**src/rtl/cordic_sequencer.sv**
```systemverilog
// rtl/cordic_sequencer.sv - iterative CORDIC sequencer around one combinational micro-rotation stage
module cordic #(
    parameter int p_WIDTH = 32,
    parameter int p_SW    = 5
) (
    input  logic [p_WIDTH-1:0] xPrev,
    input  logic [p_WIDTH-1:0] yPrev,
    input  logic [p_WIDTH-1:0] zPrev,
    input  logic [p_SW-1:0]    shiftAmount,
    input  logic [p_WIDTH-1:0] rotationAngle,
    input  logic               rotationDir,
    input  logic               rotationSystem,
    output logic [p_WIDTH-1:0] xResult,
    output logic [p_WIDTH-1:0] yResult,
    output logic [p_WIDTH-1:0] zResult,
    output logic               xOverflow,
    output logic               yOverflow,
    output logic               zOverflow
);
    logic [p_WIDTH-1:0] xs;
    logic [p_WIDTH-1:0] ys;
    logic [p_WIDTH:0]   xw;
    logic [p_WIDTH:0]   yw;
    logic [p_WIDTH:0]   zw;
    logic               sub_x;

    assign xs = $signed(xPrev) >>> shiftAmount;
    assign ys = $signed(yPrev) >>> shiftAmount;

    // circular subtracts y on a positive rotation, hyperbolic adds it
    assign sub_x = (rotationDir == rotationSystem);

    always_comb begin
        if (sub_x) xw = {xPrev[p_WIDTH-1], xPrev} - {ys[p_WIDTH-1], ys};
        else       xw = {xPrev[p_WIDTH-1], xPrev} + {ys[p_WIDTH-1], ys};
        if (rotationDir) begin
            yw = {yPrev[p_WIDTH-1], yPrev} + {xs[p_WIDTH-1], xs};
            zw = {zPrev[p_WIDTH-1], zPrev} - {rotationAngle[p_WIDTH-1], rotationAngle};
        end else begin
            yw = {yPrev[p_WIDTH-1], yPrev} - {xs[p_WIDTH-1], xs};
            zw = {zPrev[p_WIDTH-1], zPrev} + {rotationAngle[p_WIDTH-1], rotationAngle};
        end
    end

    assign xResult   = xw[p_WIDTH-1:0];
    assign yResult   = yw[p_WIDTH-1:0];
    assign zResult   = zw[p_WIDTH-1:0];
    assign xOverflow = xw[p_WIDTH] ^ xw[p_WIDTH-1];
    assign yOverflow = yw[p_WIDTH] ^ yw[p_WIDTH-1];
    assign zOverflow = zw[p_WIDTH] ^ zw[p_WIDTH-1];
endmodule

module cordic_sequencer #(
    parameter int p_WIDTH = 32,
    parameter int p_FRAC  = 16,
    parameter int p_ITER  = 16
) (
    input  logic               clk,
    input  logic               rstn,
    input  logic               inValid,
    output logic               inReady,
    input  logic               mode,
    input  logic               system,
    input  logic [p_WIDTH-1:0] xIn,
    input  logic [p_WIDTH-1:0] yIn,
    input  logic [p_WIDTH-1:0] zIn,
    output logic               outValid,
    input  logic               outReady,
    output logic [p_WIDTH-1:0] xOut,
    output logic [p_WIDTH-1:0] yOut,
    output logic [p_WIDTH-1:0] zOut,
    output logic               overflow
);
    localparam int SW    = $clog2(p_WIDTH);
    localparam int KW    = $clog2(p_ITER + 1);
    localparam int ROM_N = 1 << SW;

    typedef enum logic [1:0] {IDLE, RUN, DONE} state_t;

    state_t             state;
    state_t             state_nxt;
    logic [p_WIDTH-1:0] x;
    logic [p_WIDTH-1:0] y;
    logic [p_WIDTH-1:0] z;
    logic               mode_q;
    logic               system_q;
    logic [KW-1:0]      k;
    logic [SW-1:0]      shiftAmount;
    logic               rep;
    logic [p_WIDTH-1:0] rotationAngle;
    logic               rotationDir;
    logic [p_WIDTH-1:0] xResult;
    logic [p_WIDTH-1:0] yResult;
    logic [p_WIDTH-1:0] zResult;
    logic               xOverflow;
    logic               yOverflow;
    logic               zOverflow;

    function automatic logic [p_WIDTH-1:0] rom_entry(input logic circ, input int s);
        real t;
        real a;
        t = 2.0 ** (-s);
        if (circ)        a = $atan(t);
        else if (s == 0) a = 0.0;
        else             a = $atanh(t);
        return p_WIDTH'($rtoi(a * (2.0 ** p_FRAC) + 0.5));
    endfunction

    // hyperbolic convergence needs shifts 4, 13, 40 visited twice
    function automatic logic is_repeat(input logic [SW-1:0] v);
        return (int'(v) == 4) || (int'(v) == 13) || (int'(v) == 40);
    endfunction

    logic [p_WIDTH-1:0] rom_circ [ROM_N];
    logic [p_WIDTH-1:0] rom_hyp  [ROM_N];

    for (genvar i = 0; i < ROM_N; i++) begin : g_rom
        localparam logic [p_WIDTH-1:0] C_CIRC = rom_entry(1'b1, i);
        localparam logic [p_WIDTH-1:0] C_HYP  = rom_entry(1'b0, i);
        assign rom_circ[i] = C_CIRC;
        assign rom_hyp[i]  = C_HYP;
    end

    assign rotationAngle = system_q ? rom_circ[shiftAmount] : rom_hyp[shiftAmount];
    assign rotationDir   = mode_q ? y[p_WIDTH-1] : ~z[p_WIDTH-1];

    cordic #(
        .p_WIDTH (p_WIDTH),
        .p_SW    (SW)
    ) u_cordic (
        .xPrev          (x),
        .yPrev          (y),
        .zPrev          (z),
        .shiftAmount    (shiftAmount),
        .rotationAngle  (rotationAngle),
        .rotationDir    (rotationDir),
        .rotationSystem (system_q),
        .xResult        (xResult),
        .yResult        (yResult),
        .zResult        (zResult),
        .xOverflow      (xOverflow),
        .yOverflow      (yOverflow),
        .zOverflow      (zOverflow)
    );

    always_comb begin
        state_nxt = state;
        inReady   = 1'b0;
        outValid  = 1'b0;
        case (state)
            IDLE: begin
                inReady = 1'b1;
                if (inValid) state_nxt = RUN;
            end
            RUN: begin
                if (k == KW'(p_ITER - 1)) state_nxt = DONE;
            end
            DONE: begin
                outValid = 1'b1;
                if (outReady) state_nxt = IDLE;
            end
            default: state_nxt = IDLE;
        endcase
    end

    always_ff @(posedge clk) begin
        if (!rstn) begin
            state       <= IDLE;
            x           <= '0;
            y           <= '0;
            z           <= '0;
            mode_q      <= 1'b0;
            system_q    <= 1'b0;
            k           <= '0;
            shiftAmount <= '0;
            rep         <= 1'b0;
            xOut        <= '0;
            yOut        <= '0;
            zOut        <= '0;
            overflow    <= 1'b0;
        end else begin
            state <= state_nxt;
            case (state)
                IDLE: begin
                    if (inValid) begin
                        x           <= xIn;
                        y           <= yIn;
                        z           <= zIn;
                        mode_q      <= mode;
                        system_q    <= system;
                        overflow    <= 1'b0;
                        k           <= '0;
                        shiftAmount <= {{(SW-1){1'b0}}, ~system};
                        rep         <= 1'b0;
                    end
                end
                RUN: begin
                    x        <= xResult;
                    y        <= yResult;
                    z        <= zResult;
                    overflow <= overflow | xOverflow | yOverflow | zOverflow;
                    k        <= k + KW'(1);
                    if (!system_q && is_repeat(shiftAmount) && !rep) begin
                        rep <= 1'b1;
                    end else begin
                        rep         <= 1'b0;
                        shiftAmount <= shiftAmount + SW'(1);
                    end
                    if (k == KW'(p_ITER - 1)) begin
                        xOut <= xResult;
                        yOut <= yResult;
                        zOut <= zResult;
                    end
                end
                default: ;
            endcase
        end
    end
endmodule
```
**config.mk**
```make
export PLATFORM = sky130hd
export DESIGN_NAME = cordic_sequencer
export DESIGN_NICKNAME = d
export VERILOG_FILES = /design/src/rtl/cordic_sequencer.sv
export SDC_FILE = /design/constraint.sdc
export NUM_CORES = 1
export LEC_CHECK = 0
export CORE_MARGIN = 2
export CORE_UTILIZATION = 45
export CTS_CLUSTER_SIZE = 16
export DETAILED_ROUTE_END_ITERATION = 10
export PLACE_DENSITY = 0.71
export RECOVER_POWER = 25
export SYNTH_ARGS = -nofsm -noshare
export SYNTH_HDL_FRONTEND = slang
export SYNTH_SLANG_ARGS = --single-unit
```
**constraint.sdc**
```tcl
create_clock -name clk -period 6.7 [get_ports clk]
set_input_delay 1.675 -clock clk [delete_from_list [all_inputs] [get_ports clk]]
set_output_delay 1.675 -clock clk [all_outputs]
set_load 0.05 [all_outputs]
```
==> impl_metrics.ini, run 1 <==
[outcome]
status = finished with violations
violations = max-capacitance violations, max-slew violations

[grt]
grt_max_degree = 76
track_usage_pct = 34.8
first_global_vias = 21064
grt_overflow = 0
grt_pass1_wl_um = 126000
antenna_found_initial = 2

[layout]
layout_commonest_cell = buf_4
fin_cells = 3510
final_cell_mix = buf_4, nand2_1, o21ai_0
layout-drive-gt1-share_pct = 19.2
final_net_count = 3113
area_delta_synth_final_pct = 27.7
fin_area_um2 = 25600

[critical_path]
crit_slowest_cell = mux4_2
cp.buffers_inverters = 2
path_class = reg -> reg
cp_slowest_stage_delay_ns = 0.57
cp_data_arrival_time_ns = 6.87
critPathTopFamily = simple AND/OR/NAND/NOR gates
critPathMaxFanout = 41
crit_path_start_kind = register
cp-end-kind = register
required_ns = 7.17

[placement]
place_congestion = 1.07
port_buffers = 200
placedCellCount = 3447
dpl-instance-area_um2 = 24500
preCtsSetupSlack_ns = 0.282
place_hpwl_um = 64000

[power]
vdd_drop_max_mv = 0.259
clkPwrFrac_pct = 16.9
p_int_uw = 4560
p_total_uw = 8310
seq_power_share_pct = 19.0
combPwrFrac_pct = 64.1
switching_share_pct = 45.1
switchingPower_uw = 3750
leakage_uw = 0.0111
p_per_area_nw_per_um2 = 325

[sta]
setup_slack_ns = 0.306
fin_crit_sh_pct = 95.4
fmax_ghz = 0.156
final_hold_viol_count = 0
worst_pin_slew_ns = 2.16
skew_ns = 0.0150
finalSetupViolCount = 0
slew_viol_final = 123
slew_headroom_pct = -44.2
period_needed_ns = 6.39

[synthesis]
synth_area_leaders = dfxtp_1, mux4_2, ha_1
ys_warn_count = 0
ys_seq_elements = 208
yosysUniqueCellTypes = 96
synth_edf_count = 0
yosysTopAreaCellShare_pct = 20.8
synth_area_per_cell_um2 = 8.03
synthFlopType = dfxtp_1
yosysSeqAreaShare_pct = 20.8
async_reset_ff_share_pct = 0
synth_top_area_cell = dfxtp_1
synthCells = 2497
syn_nets = 2713
netlist_area_um2 = 20000

[route]
wl_per_cell_um = 23.8
drt_iter0_markers = 1934
ant_nets = 0
vias = 21643
drc = 0
first_pass_iters = 6
drt_wl_total_um = 83700
vias_per_cell = 6.17

[cts]
clk_pin_slew_ns = 0.06
clockRootBuffer = clkbuf_16
clk_latency_ns = 0.60
clock_sinks = 208
numCtsBuffers = 26
clockBufferDepth = 3
ctsHtreeMaxLevel = 1
cts_tree = built
cts_hold_buffers = 0

[die]
core_um2 = 44100
initial_utilization_pct = 45.4
die_h_um = 215
die_w_um = 215
die-area_um2 = 46300
rows = 77
io-pin-count = 201

[min_path]
worstHoldPathType = reg -> reg

[job]
cap_violations = 3
-- final cells by class --
class	instances	area (um^2)
multi-input combinational	2060	14900
fill	4088	18500
clock inverter	14	111
antenna	2	5.00
sequential	208	4180
clock buffer	33	727
tap	592	741
inverter	53	201
timing repair buffer	548	4750
-- layer usage --
layer  track usage, %  part of all wire [%]  vias up
met2             57.2                    46      988
li1                 -                     -     9978
met3             5.41                   7.7      213
met4             14.1                   4.8        2
met1             45.9                    42    10462
met5                0                 0.014        -
-- repair_timing --
item / CTS / global route
setup buffers: 0 / 13
endpoints found under the setup margin: 0 / 22
gates resized for setup: 0 / 13
-- sequential cells by signal, indices dropped and copies added, names as in the netlist --
register	flops
rep	1
shiftAmount	5
system_q	1
mode_q	1
zOut	32
state	2
k	5
overflow	1
y	32
xOut	32
z	32
yOut	32
x	32
-- cell usage after synthesis (14+ instances only) --
| cell | n |
|---|---|
| nand2_1 | 281 |
| o21ai_0 | 217 |
| dfxtp_1 | 208 |
| nor2_1 | 199 |
| a21oi_1 | 195 |
| clkbuf_1 | 119 |
| ha_1 | 111 |
| xnor2_1 | 99 |
| and2_1 | 71 |
| xor2_1 | 69 |
| mux4_2 | 66 |
| mux2i_1 | 63 |
| a21o_1 | 58 |
| a22o_1 | 57 |
| a21boi_0 | 53 |
| inv_1 | 50 |
| nand3_1 | 43 |
| mux2_2 | 34 |
| o221ai_1 | 31 |
| nor2b_1 | 28 |
| nand2b_1 | 26 |
| nor3_1 | 26 |
| a31oi_1 | 24 |
| and3_1 | 22 |
| buf_2 | 20 |
| o211a_1 | 19 |
| o21a_1 | 19 |
| o31ai_1 | 19 |
| o211ai_1 | 18 |
| o22ai_1 | 17 |
| a211oi_1 | 15 |
| buf_1 | 14 |
-- power by group through the flow --
stage | registers, uW | clock network, uW | logic (uW)
finish | 1580 | 1400 | 5330
global placement | 1590 | 0 | 5100
CTS | 1570 | 1420 | 5200
floorplan | 1470 | 0 | 3120
detailed placement | 1590 | 0 | 5160
global route | 1580 | 1470 | 5730
-- per-stage QoR --
step / hold slack, ns / utilization (%) / setup TNS (ns)
after floorplan: 0.445 / - / 0
after global placement: 0.454 / 55.6 / 0
after detailed placement: 0.459 / 55.6 / 0
after CTS: 0.468 / 57.5 / 0
after global routing: 0.489 / 58.0 / -0.00352
final: 0.466 / 58.0 / 0
-- kinds of logic after synthesis --
| kind of cell | after synthesis | share of synthesized area [%] |
|---|---|---|
| AOI/OAI and AO/OA | 841 | 27.9 |
| xor gates and xnor gates | 169 | 7.46 |
| adders and majority gates | 114 | 7.23 |
| buffers and inverters | 229 | 5.32 |
| DFF | 208 | 20.8 |
| muxes | 172 | 13.5 |
| and+or+nand+nor | 764 | 17.9 |
-- worst min-delay path: stages (launching register included) --
cell      delay [ns]
dfxtp_1         0.31
nand2_1         0.05
a21boi_0        0.06
-- path summary, 6_finish.rpt --
check / startpoint / to / cells past startpoint / slack [ns]
hold / removal: z[8] / z[8] / 2 / 0.47
hold reg to reg: z[8] / z[8] / 2 / 0.47
setup / recovery: shiftAmount[1] / overflow / 25 / 0.31
setup reg to reg: shiftAmount[1] / overflow / 25 / 0.31
Note: power is estimated with default switching activity, not from simulation.
==> run 2: changes to the inputs <==
==> constraint.sdc (replaced) <==
create_clock -name clk -period 6.7 [get_ports clk]
set_input_delay 1.675 -clock clk [delete_from_list [all_inputs] [get_ports clk]]
set_output_delay 1.675 -clock clk [all_outputs]
set_load 0.01 [all_outputs]
==> run 2 against run 1 <==
  * The flow still finishes with violations (max-capacitance violations, max-slew violations)
  * Critical path depth shrank 2
  * Wire length shrank 2.4%
  * Sequential share of layout area grew 0.21 points
  * Register-to-register slack gained 0.11 ns
  * Cell area shrank 1.2%
  * Sequential power is essentially flat
  * Via count shrank 1.7%
  * Critical endpoint is now yOut[30]
==> impl_metrics.ini, run 2 (synthesis results as in run 1) <==
[critical_path]
cp-end-kind = register
critPathTopFamily = compound AO/OA/AOI/OAI gates
cp_cell_sequence = mux4_2 > mux2i_1 > mux2i_1 > a2111oi_0 > o21ai_1 > nor3_1 > nand2_1 > nand2_1 > xor2_1 > ha_1 > a21o_1 > a21o_1 > a21o_1 > a41oi_1 > a211oi_1 > buf_4 > o21ai_1 > nor2_1 > o21a_1 > nor2_1 > o21ai_0 > xnor2_1 > o21ai_0
r2r_cells = 23
path_class = reg -> reg
cp_data_arrival_time_ns = 6.71
cp.buffers_inverters = 1
reg2reg_slack_ns = 0.42
reg2reg_from = shiftAmount[0]
critPathMaxFanout = 16
timing.rr.end = yOut[30]
cp_common_cell = a21o_1
crit_path_start_kind = register
cp_slowest_stage_delay_ns = 0.78
required_ns = 7.13
crit_slowest_cell = a2111oi_0

[sta]
slew_headroom_pct = -123
final_hold_viol_count = 0
fin_crit_sh_pct = 93.8
finalSetupViolCount = 0
skew_ns = 0.0173
fmax_ghz = 0.159
worst_pin_slew_ns = 3.35
slew_viol_final = 218
fin_hold_ws_ns = 0.465
rsz0062_at_grt = no
setup_tns_ns = 0
period_needed_ns = 6.28

[cts]
ctsHtreeMaxLevel = 1
clockBufferDepth = 3
cts_tree = built
clk_pin_slew_ns = 0.06
cts_hold_buffers = 0
clockRootBuffer = clkbuf_16
clock_sinks = 208
clk_latency_ns = 0.57
numCtsBuffers = 25

[die]
core_um2 = 44100
die_w_um = 215
die-area_um2 = 46300
initial_utilization_pct = 45.4
io-pin-count = 201
die_h_um = 215
rows = 77

[min_path]
min_path_cells = 2
hold_end = xOut[29]
hp-start = xOut[29]
worstHoldPathType = reg -> reg

[route]
vias_per_cell = 6.15
wl_per_cell_um = 23.6
first_pass_iters = 5
drc = 0
drt_wl_total_um = 81700
ant_nets = 0
vias = 21284
drt_iter0_markers = 2112

[layout]
antenna_cells = 0
fin_area_um2 = 25300
final_net_count = 3067
layout_commonest_cell = buf_4
final_util_pct = 57.3
fin_cells = 3462
nFillCells = 4115
final_cell_mix = buf_4, nand2_1, o21ai_0
layout-drive-gt1-share_pct = 17.8
area_delta_synth_final_pct = 26.1

[power]
p_int_uw = 4620
vdd_drop_max_mv = 0.197
switching_share_pct = 44.4
combPwrFrac_pct = 63.3
switchingPower_uw = 3690
clkPwrFrac_pct = 17.8
p_per_area_nw_per_um2 = 329
leakage_uw = 0.0109
seq_power_share_pct = 18.8

[grt]
first_global_vias = 20612
antenna_found_initial = 1
track_usage_pct = 34.2
grt_pass1_wl_um = 124000
grt_max_degree = 83
grt_overflow = 0

[placement]
place_congestion = 1.01
dpl-instance-area_um2 = 24300
place_hpwl_um = 62100
placedCellCount = 3411
port_buffers = 200

[outcome]
violations = max-capacitance violations, max-slew violations
status = finished with violations

[job]
cap_violations = 3
## run 2: cell types whose count changed in the layout (fill, tap and decap cells not counted), moves of 3 or more
cell	change
buf_4	-42
clkdlybuf4s50_1	-14
dlygate4sd3_1	+14
clkinv_2	-5
bufinv_16	+4
o21ai_0	-4
buf_12	+3
clkbuf_1	+3
clkbuf_2	-3
## run 2: layout make-up
cell class / instances / area, um^2 / share of cell area (%)
clock buffer: 35 / 703 / 2.78
clock inverter: 11 / 170 / 0.673
tap: 592 / 741 / 2.93
sequential: 208 / 4180 / 16.5
inverter: 53 / 199 / 0.787
timing repair buffer: 503 / 4420 / 17.5
multi-input combinational: 2060 / 14900 / 58.8
## run 2: power by group through the flow
stage	registers (uW)	logic, uW	clock network, uW
finish	1570	5260	1480
global route	1570	5650	1550
CTS	1550	5160	1500
detailed placement	1580	5110	0
global placement	1580	5050	0
floorplan	1470	3120	0
## run 2: metal layers
layer	up-vias	share of wire, %	wire length [um]	track usage [%]
li1	9884	-	-	-
met1	10298	41	33900	45.5
met2	936	47	38100	56.9
met3	166	7.9	6450	4.27
met4	0	4.1	3320	12.5
met5	-	0	0	0
## run 2: stage by stage
stage / worst slack [ns] / power [uW]
after floorplan: 0.861 / 4590
after detailed placement: 0.183 / 6680
after CTS: 0.0949 / 8200
after global placement: 0.264 / 6630
final: 0.417 / 8310
after global routing: 0.00183 / 8770
## run 2: worst min-delay path: cells and delay by family, from the launching register on
family,cells,cell delay (ns)
compound gates,1,0.06
simple gates,1,0.04
flops,1,0.31
## run 2: repair_timing
item                                    4_1_cts  5_1_grt
hold endpoints to repair                      0        0
endpoints found under the setup margin        0       23
buffers inserted                              0        5
resized for setup                             0        9
## run 2: how the worst max path moves through the flow
| stage | startpoint | to | slack [ns] | depth (start not counted) |
|---|---|---|---|---|
| after global placement | shiftAmount[1] | overflow | 0.26 | 24 |
| after floorplan | shiftAmount[1] | z[30] | 0.86 | 30 |
| after CTS | shiftAmount[1] | overflow | 0.09 | 28 |
| after detailed placement | shiftAmount[1] | overflow | 0.18 | 28 |
| after global routing | shiftAmount[0] | overflow | 0.002 | 27 |
| final | shiftAmount[0] | yOut[30] | 0.42 | 23 |
